[src/rtl/sam_stream_tx.sv]
// Host-to-convolution-core streamer: buffers host words in a FIFO,
// serializes the kernel during PRELOAD and streams one word per cycle.
module sam_stream_tx #(
  parameter int KERNEL_SIZE = 8,
  parameter int FIFO_DEPTH  = 16
) (
  input  logic                     Clk,
  input  logic                     Rst,
  input  logic [31:0]              Host_Data,
  input  logic                     Host_Last,
  input  logic                     Host_Valid,
  output logic                     Host_Ready,
  input  logic [2*KERNEL_SIZE-1:0] Kernel_In,
  input  logic                     Start,
  output logic [31:0]              Data_Out,
  output logic [1:0]               Kernel_Serial_Output,
  output logic                     Last_Data_Out,
  output logic                     Busy,
  output logic                     Done,
  output logic                     Underflow
);

  localparam int AW = $clog2(FIFO_DEPTH);
  localparam int CW = AW + 1;
  localparam int KW = $clog2(KERNEL_SIZE + 1);

  typedef enum logic [1:0] {
    IDLE,
    PRELOAD,
    STREAM,
    DONE
  } state_t;

  state_t                   state_q;
  logic [32:0]              mem_q [FIFO_DEPTH];
  logic [AW-1:0]            rd_q, wr_q;
  logic [CW-1:0]            cnt_q;
  logic [31:0]              data_q;
  logic                     last_q;
  logic [1:0]               kso_q;
  logic [KW-1:0]            k_q;
  logic [2*KERNEL_SIZE-1:0] kern_q;
  logic                     busy_q, done_q, under_q;

  logic        empty, full, push, pop_due, pop, under;
  logic [32:0] head;

  always_comb begin
    empty   = (cnt_q == '0);
    full    = (cnt_q == CW'(FIFO_DEPTH));
    push    = Host_Valid && !full;
    head    = mem_q[rd_q];
    pop_due = 1'b0;
    unique case (state_q)
      IDLE:            pop_due = Start && !empty;
      PRELOAD, STREAM: pop_due = !last_q;
      default:         pop_due = 1'b0;
    endcase
    pop   = pop_due && !empty;
    under = pop_due && empty;
  end

  // Storage carries no reset; emptiness lives in the pointers and count.
  always_ff @(posedge Clk) begin
    if (push) mem_q[wr_q] <= {Host_Last, Host_Data};
  end

  always_ff @(posedge Clk or negedge Rst) begin
    if (!Rst) begin
      state_q <= IDLE;
      rd_q    <= '0;
      wr_q    <= '0;
      cnt_q   <= '0;
      data_q  <= '0;
      last_q  <= 1'b0;
      kso_q   <= '0;
      k_q     <= '0;
      kern_q  <= '0;
      busy_q  <= 1'b0;
      done_q  <= 1'b0;
      under_q <= 1'b0;
    end else begin
      if (push) wr_q <= wr_q + AW'(1);
      if (pop)  rd_q <= rd_q + AW'(1);
      cnt_q <= cnt_q + CW'(push) - CW'(pop);
      if (pop_due) begin
        data_q <= pop ? head[31:0] : '0;
        last_q <= pop && head[32];
      end
      if (under) under_q <= 1'b1;
      unique case (state_q)
        IDLE: begin
          if (Start && !empty) begin
            state_q <= PRELOAD;
            busy_q  <= 1'b1;
            kern_q  <= Kernel_In;
            kso_q   <= Kernel_In[1:0];
            k_q     <= KW'(1);
            under_q <= 1'b0;
          end
        end
        PRELOAD, STREAM: begin
          if (last_q) begin
            // Final word already presented: abort any kernel remainder.
            state_q <= DONE;
            busy_q  <= 1'b0;
            done_q  <= 1'b1;
            kso_q   <= '0;
            data_q  <= '0;
            last_q  <= 1'b0;
          end else if (state_q == PRELOAD) begin
            if (k_q == KW'(KERNEL_SIZE)) begin
              state_q <= STREAM;
              kso_q   <= '0;
            end else begin
              kso_q <= kern_q[{k_q, 1'b0} +: 2];
              k_q   <= k_q + KW'(1);
            end
          end
        end
        DONE: begin
          state_q <= IDLE;
          done_q  <= 1'b0;
        end
        default: state_q <= IDLE;
      endcase
    end
  end

  assign Host_Ready           = !full;
  assign Data_Out             = data_q;
  assign Kernel_Serial_Output = kso_q;
  assign Last_Data_Out        = last_q;
  assign Busy                 = busy_q;
  assign Done                 = done_q;
  assign Underflow            = under_q;

endmodule

[config.mk]
export PLATFORM = sky130hd
export DESIGN_NAME = sam_stream_tx
export DESIGN_NICKNAME = d
export VERILOG_FILES = /design/src/rtl/sam_stream_tx.sv
export SDC_FILE = /design/constraint.sdc
export NUM_CORES = 1
export LEC_CHECK = 0
export BUFFER_PORTS_ARGS = -buffer_cell sky130_fd_sc_hd__buf_2
export CORE_UTILIZATION = 50
export CTS_CLUSTER_SIZE = 10
export DETAILED_ROUTE_END_ITERATION = 7
export GPL_ROUTABILITY_DRIVEN = 0
export GPL_TIMING_DRIVEN = 0
export PLACE_DENSITY = 0.71
export SLEW_MARGIN = 20
export SYNTH_ARGS = -nofsm -noshare
export SYNTH_HDL_FRONTEND = slang
export SYNTH_SLANG_ARGS = --single-unit
[constraint.sdc]
create_clock -name Clk -period 12.1 [get_ports Clk]
set_input_delay 1.21 -clock Clk [delete_from_list [all_inputs] [get_ports Clk]]
set_output_delay 1.21 -clock Clk [all_outputs]
set_load 0.05 [all_outputs]
[Word level (Yosys, flattened, before mapping)]
Memory sizes are Yosys's and may differ from the RTL's.
Cells that the tools add are included.
Cells by class
  add/sub/neg operators: 5
  reduce and logical (&&, ||, !) cells: 19
  eq/ne operators: 12
  shift operators: 1
  mux-type cells: 33
Operators by type and width (number)
  2-to-1 mux 32 bit: 4
  2-to-1 mux 2 bit: 8
  2-to-1 mux 4 bit: 4
  variable part select 16 x 6 -> 2 bit: 1
  adder 4 x 1 -> 4 bit (second input constant): 3
  2-to-1 mux 1 bit: 11
  != test 2 bit (second input constant): 5
  AND reduction 3 bit: 3
  case mux 4 bit (2 select lines): 1
  != test 3 bit (second input constant): 2
  case mux 1 bit (2 select lines): 3
  case mux 2 bit (3 select lines): 1
  adder 5 x 1 -> 5 bit: 1
  == test 5 bit (second input constant): 1
  logical AND 1 bit: 5
  zero test 5 bit: 1
  AND reduction 5 bit: 1
  subtractor 5 x 1 -> 5 bit: 1
  == test 2 bit (second input constant): 2
  == test 4 bit (second input constant): 1
  case mux 2 bit (2 select lines): 1
  AND reduction 2 bit: 2
  nonzero test 2 bit: 2
  zero test 1 bit: 3
  3 further kinds: 3
Word-level totals
  register bits: 73
  memories kept: 1
  logic and storage cells: 83
  memory bits (writable): 528
Memories
  mem_q: depth 16, bits a word 33, rd ports 1, clocked after Yosys merged registers in 0, write ports 1, RTL line 35  | logic [32:0] mem_q [FIFO_DEPTH];

[Depth between registers and ports, before layout]
  depth after elaboration: 9
  gate-level depth with buffers: 14
  depth with buffers taken out: 13

[Worst setup path before layout]
Ideal clock, no wire load.
  path type: input -> register
  start: input port Host_Valid
  end: memory mem_q[0][0] (enable)
  buffers on the path: 1
  path slack: 6.848 ns
  arrival time: 4.746 ns
  stages on the path: 4
  data required time: 11.594 ns
  library setup time: 0.506 ns
  cell sequence: and2_1 > clkbuf_2 > inv_1 > nor4_1
Between the ends
  cells in the longest elaborated chain, start to end: 3
RTL lines
  start, declared: RTL line 11  | input logic Host_Valid,
  logical AND 1 bit: RTL line 51  | push = Host_Valid && !full;
  2-to-1 mux 1 bit: RTL line 65  | if (push) mem_q[wr_q] <= {Host_Last, Host_Data};
  2-to-1 mux 1 bit (implied by the code): RTL line 65
  end, declared: RTL line 35
No other way between the ends.

[Worst setup path in the final report]
  start: register cnt_q[2]
  end: memory mem_q[3][15] (enable)
Between the ends
  cells in the longest elaborated chain, start to end: 5
RTL lines
  start, declared: RTL line 37  | logic [CW-1:0] cnt_q;
  start signal, assigned: RTL line 85  | cnt_q <= cnt_q + CW'(push) - CW'(pop);
  == test 5 bit: RTL line 50  | full = (cnt_q == CW'(FIFO_DEPTH));
  zero test 1 bit: RTL line 51
  logical AND 1 bit: RTL line 51
  2-to-1 mux 1 bit: RTL line 65
  2-to-1 mux 1 bit (implied by the code): RTL line 65
No other way between the ends.

==> impl_metrics.json <==
{
  "outcome": "finished clean",
  "yosysWarnings": 0,
  "async_flop_share_pct": 12.1,
  "num_vias": 11600,
  "cts_resized": 0,
  "setup_violations": 0,
  "fmax_ghz": 0.318,
  "fin_worst_skew_ps": 20.3,
  "synth_nets": 1158,
  "hold_path_end": "Data_Out[2]$_DFF_PN0_",
  "fin_cells": 1946,
  "wl_per_cell_um": 26.7,
  "relSlewSlack_pct": 29.4,
  "dpl.hpwl_um": 31500,
  "cp.required_ps": 12380,
  "clkTransAtPathRegs_ps": 50,
  "root_buffer": "clkbuf_16",
  "hold_class": "flop to flop",
  "io_buffer_count": 91,
  "cpMaxStageDelayCell": "nor4_2",
  "final_common_cell": "edfxtp_1",
  "rr_worst_depth": 11,
  "synth_cells": 1085,
  "syn_area_um2": 23400,
  "r2r-start": "cnt_q[2]$_DFF_PN0_",
  "end_kind": "flop",
  "syn_to_final_growth_pct": 16.4,
  "h-tree-depth": 3,
  "coreArea_um2": 45800,
  "cts_tree": "yes",
  "vias_per_cell": 5.96,
  "path_max_fanout": 7,
  "grt_pass1_vias": 12200,
  "fin_crit_sh_pct": 25.9,
  "grt_max_degree": 47,
  "antenna_found_initial": 3,
  "ys_seq_elements": 601,
  "drive_above_1_share_pct": 31.7,
  "worst_r2r_endpoint": "mem_q[3][15]$_DFFE_PP_",
  "cts_buffer_depth": 3,
  "tns_ps": 0,
  "fp.dieH_um": 218,
  "setup.worst_path.class": "flop to flop",
  "hold_violations": 0,
  "crit_chain": "inv_1 > ha_1 > nand4bb_1 > and2_1 > clkbuf_2 > inv_1 > nor4_2 > buf_4 > buf_2 > buf_4 > buf_2",
  "initial_utilization_pct": 51.1,
  "wl_um": 52000,
  "cts.sinks": 601,
  "fp-row-count": 78,
  "synth_cell_types": 53,
  "drt_iter0_drc": 1170,
  "die_area_um2": 47600,
  "dp_cells": 1817,
  "synth_edf_count": 528,
  "synthFlopType": "edfxtp_1",
  "rsz0062_at_grt": "false",
  "grt_use_total_pct": 22.6,
  "peakVddDrop_v": 0.000152,
  "gr-total-overflow": 0,
  "dr.pass1.iters": 7,
  "numCtsBuffers": 70,
  "hp-start": "Data_Out[2]$_DFF_PN0_",
  "route.detailed.drc": 0,
  "cts.hold.buffers_added": 0,
  "seq_area_frac_synth_pct": 75.6,
  "drtAntennaViolNets": 0,
  "leakage_nw": 9.65,
  "post_cts_buffers": 0,
  "tightest_slew_ps": 1060,
  "power_density_nw_per_um2": 255,
  "drv_cap": 0,
  "insertion_delay_ps": 590,
  "dieWidth_um": 218,
  "synth_area_per_cell_um2": 21.6,
  "r2r_setup_slack_ps": 8960,
  "worst_path_largest_cell_delay_ps": 670,
  "io_pins": 92,
  "startpoint_type": "flop",
  "grt_first_pass_wirelength_um": 76600,
  "min_path_cells": 1,
  "timing_max_transition_violations_final": 0,
  "finalCriticalPeriod_ps": 3140,
  "mostFrequentLayoutCells": "edfxtp_1, buf_2, mux4_2",
  "fin_nets": 1362,
  "arrival_ps": 3420
}
power breakdown:
part / total, mW / internal, mW / switching (mW)
Clock: 1.90 / 1.12 / 0.781
Combinational: 2.37 / 0.980 / 1.39
Sequential: 2.67 / 2.57 / 0.103
worst max path at each step:
stage / slack, ps / cells past startpoint / startpoint / to
2_1_floorplan: 6850 / 4 / Host_Valid / mem_q[0][0]$_DFFE_PP_
3_3_place_gp: 2100 / 5 / Host_Valid / mem_q[0][13]$_DFFE_PP_
3_5_place_dp: 8430 / 9 / Host_Valid / mem_q[3][12]$_DFFE_PP_
4_1_cts: 8870 / 11 / cnt_q[2]$_DFF_PN0_ / mem_q[3][15]$_DFFE_PP_
5_1_grt: 8720 / 11 / cnt_q[2]$_DFF_PN0_ / mem_q[3][16]$_DFFE_PP_
6_report: 8960 / 11 / cnt_q[2]$_DFF_PN0_ / mem_q[3][15]$_DFFE_PP_
registers in the layout, summed over array words and instances, names as in the netlist, 2 cells and up:
name / cells
Kernel_Serial_Output: 2
Data_Out: 32
state_q: 2
kern_q: 16
mem_q: 528
rd_q: 4
cnt_q: 5
wr_q: 4
k_q: 4
cells by family after synthesis:
kind of cell	Yosys count	share of synthesized area (%)
fa+ha+maj	20	1.10
mux	224	16.9
buf+inv	76	1.70
simple gates	59	1.46
flops	601	75.6
compound gates	95	2.89
xor+xnor	10	0.375
through the flow:
step                      hold WS, ps  instance area (um2)  total power [mW]  worst slack [ps]  utilization, %
after floorplan                   475                23400              4.35              6850               -
after global placement            457                24600              4.99              2100            53.7
after detailed placement          460                25100              5.10              8430            54.9
after CTS                         472                27200              7.01              8870            59.4
after global routing              487                27200              7.24              8720            59.4
final                             468                27200              6.94              8960            59.4
routing by layer:
metal	GRT usage (%)	vias to the layer above	share of wire, %
met5	0	-	0.056
met4	8.34	4	2.9
met3	3.98	102	6.5
met2	37.6	437	50
met1	30.1	6151	40
li1	-	4912	-
critical path: cells and delay by family, from the launching register on:
family / cells / cell delay, ps
buffers and inverters: 7 / 1280
DFF: 1 / 360
adders and majority gates: 1 / 220
and+or+nand+nor: 3 / 980
layout make-up:
| class | count | area (um2) |
|---|---|---|
| tap | 600 | 751 |
| buffer | 55 | 319 |
| multi-input combinational | 408 | 5380 |
| timing repair buffer | 132 | 938 |
| inverter | 21 | 78.8 |
| antenna | 1 | 2.50 |
| clock inverter | 5 | 46.3 |
| clock buffer | 123 | 2010 |
| sequential | 601 | 17700 |
| fill | 3220 | 18600 |
synthesized netlist by cell type (2+ instances only):
cell       number  area share (%)
a22o_1          2           0.075
buf_6           9            0.43
inv_1          21            0.34
clkbuf_1       11            0.18
o31ai_1         2           0.064
mux2i_1        70             3.0
nor2_1         14            0.22
dfrtp_1        73             7.8
nand3_1         3           0.064
a21oi_1         8            0.17
nand2_1        10            0.16
or4_1           2           0.064
nor3b_1         2           0.064
and4_1          2           0.075
and2_1         10            0.27
mux4_2        134              13
xor2_1          3            0.11
nor2b_1         2           0.053
nand2b_1        3           0.080
o22ai_1        32            0.86
a311oi_1        2           0.075
o21ai_0         3           0.064
a21o_1         32             1.0
a2bb2oi_1       2           0.075
nor4_1          4            0.11
buf_2          32            0.68
xnor2_1         7            0.26
o2111ai_1       2           0.075
ha_1           19             1.0
mux2_2         19            0.91
edfxtp_1      528              68
Power figures use the tool's default switching activity.
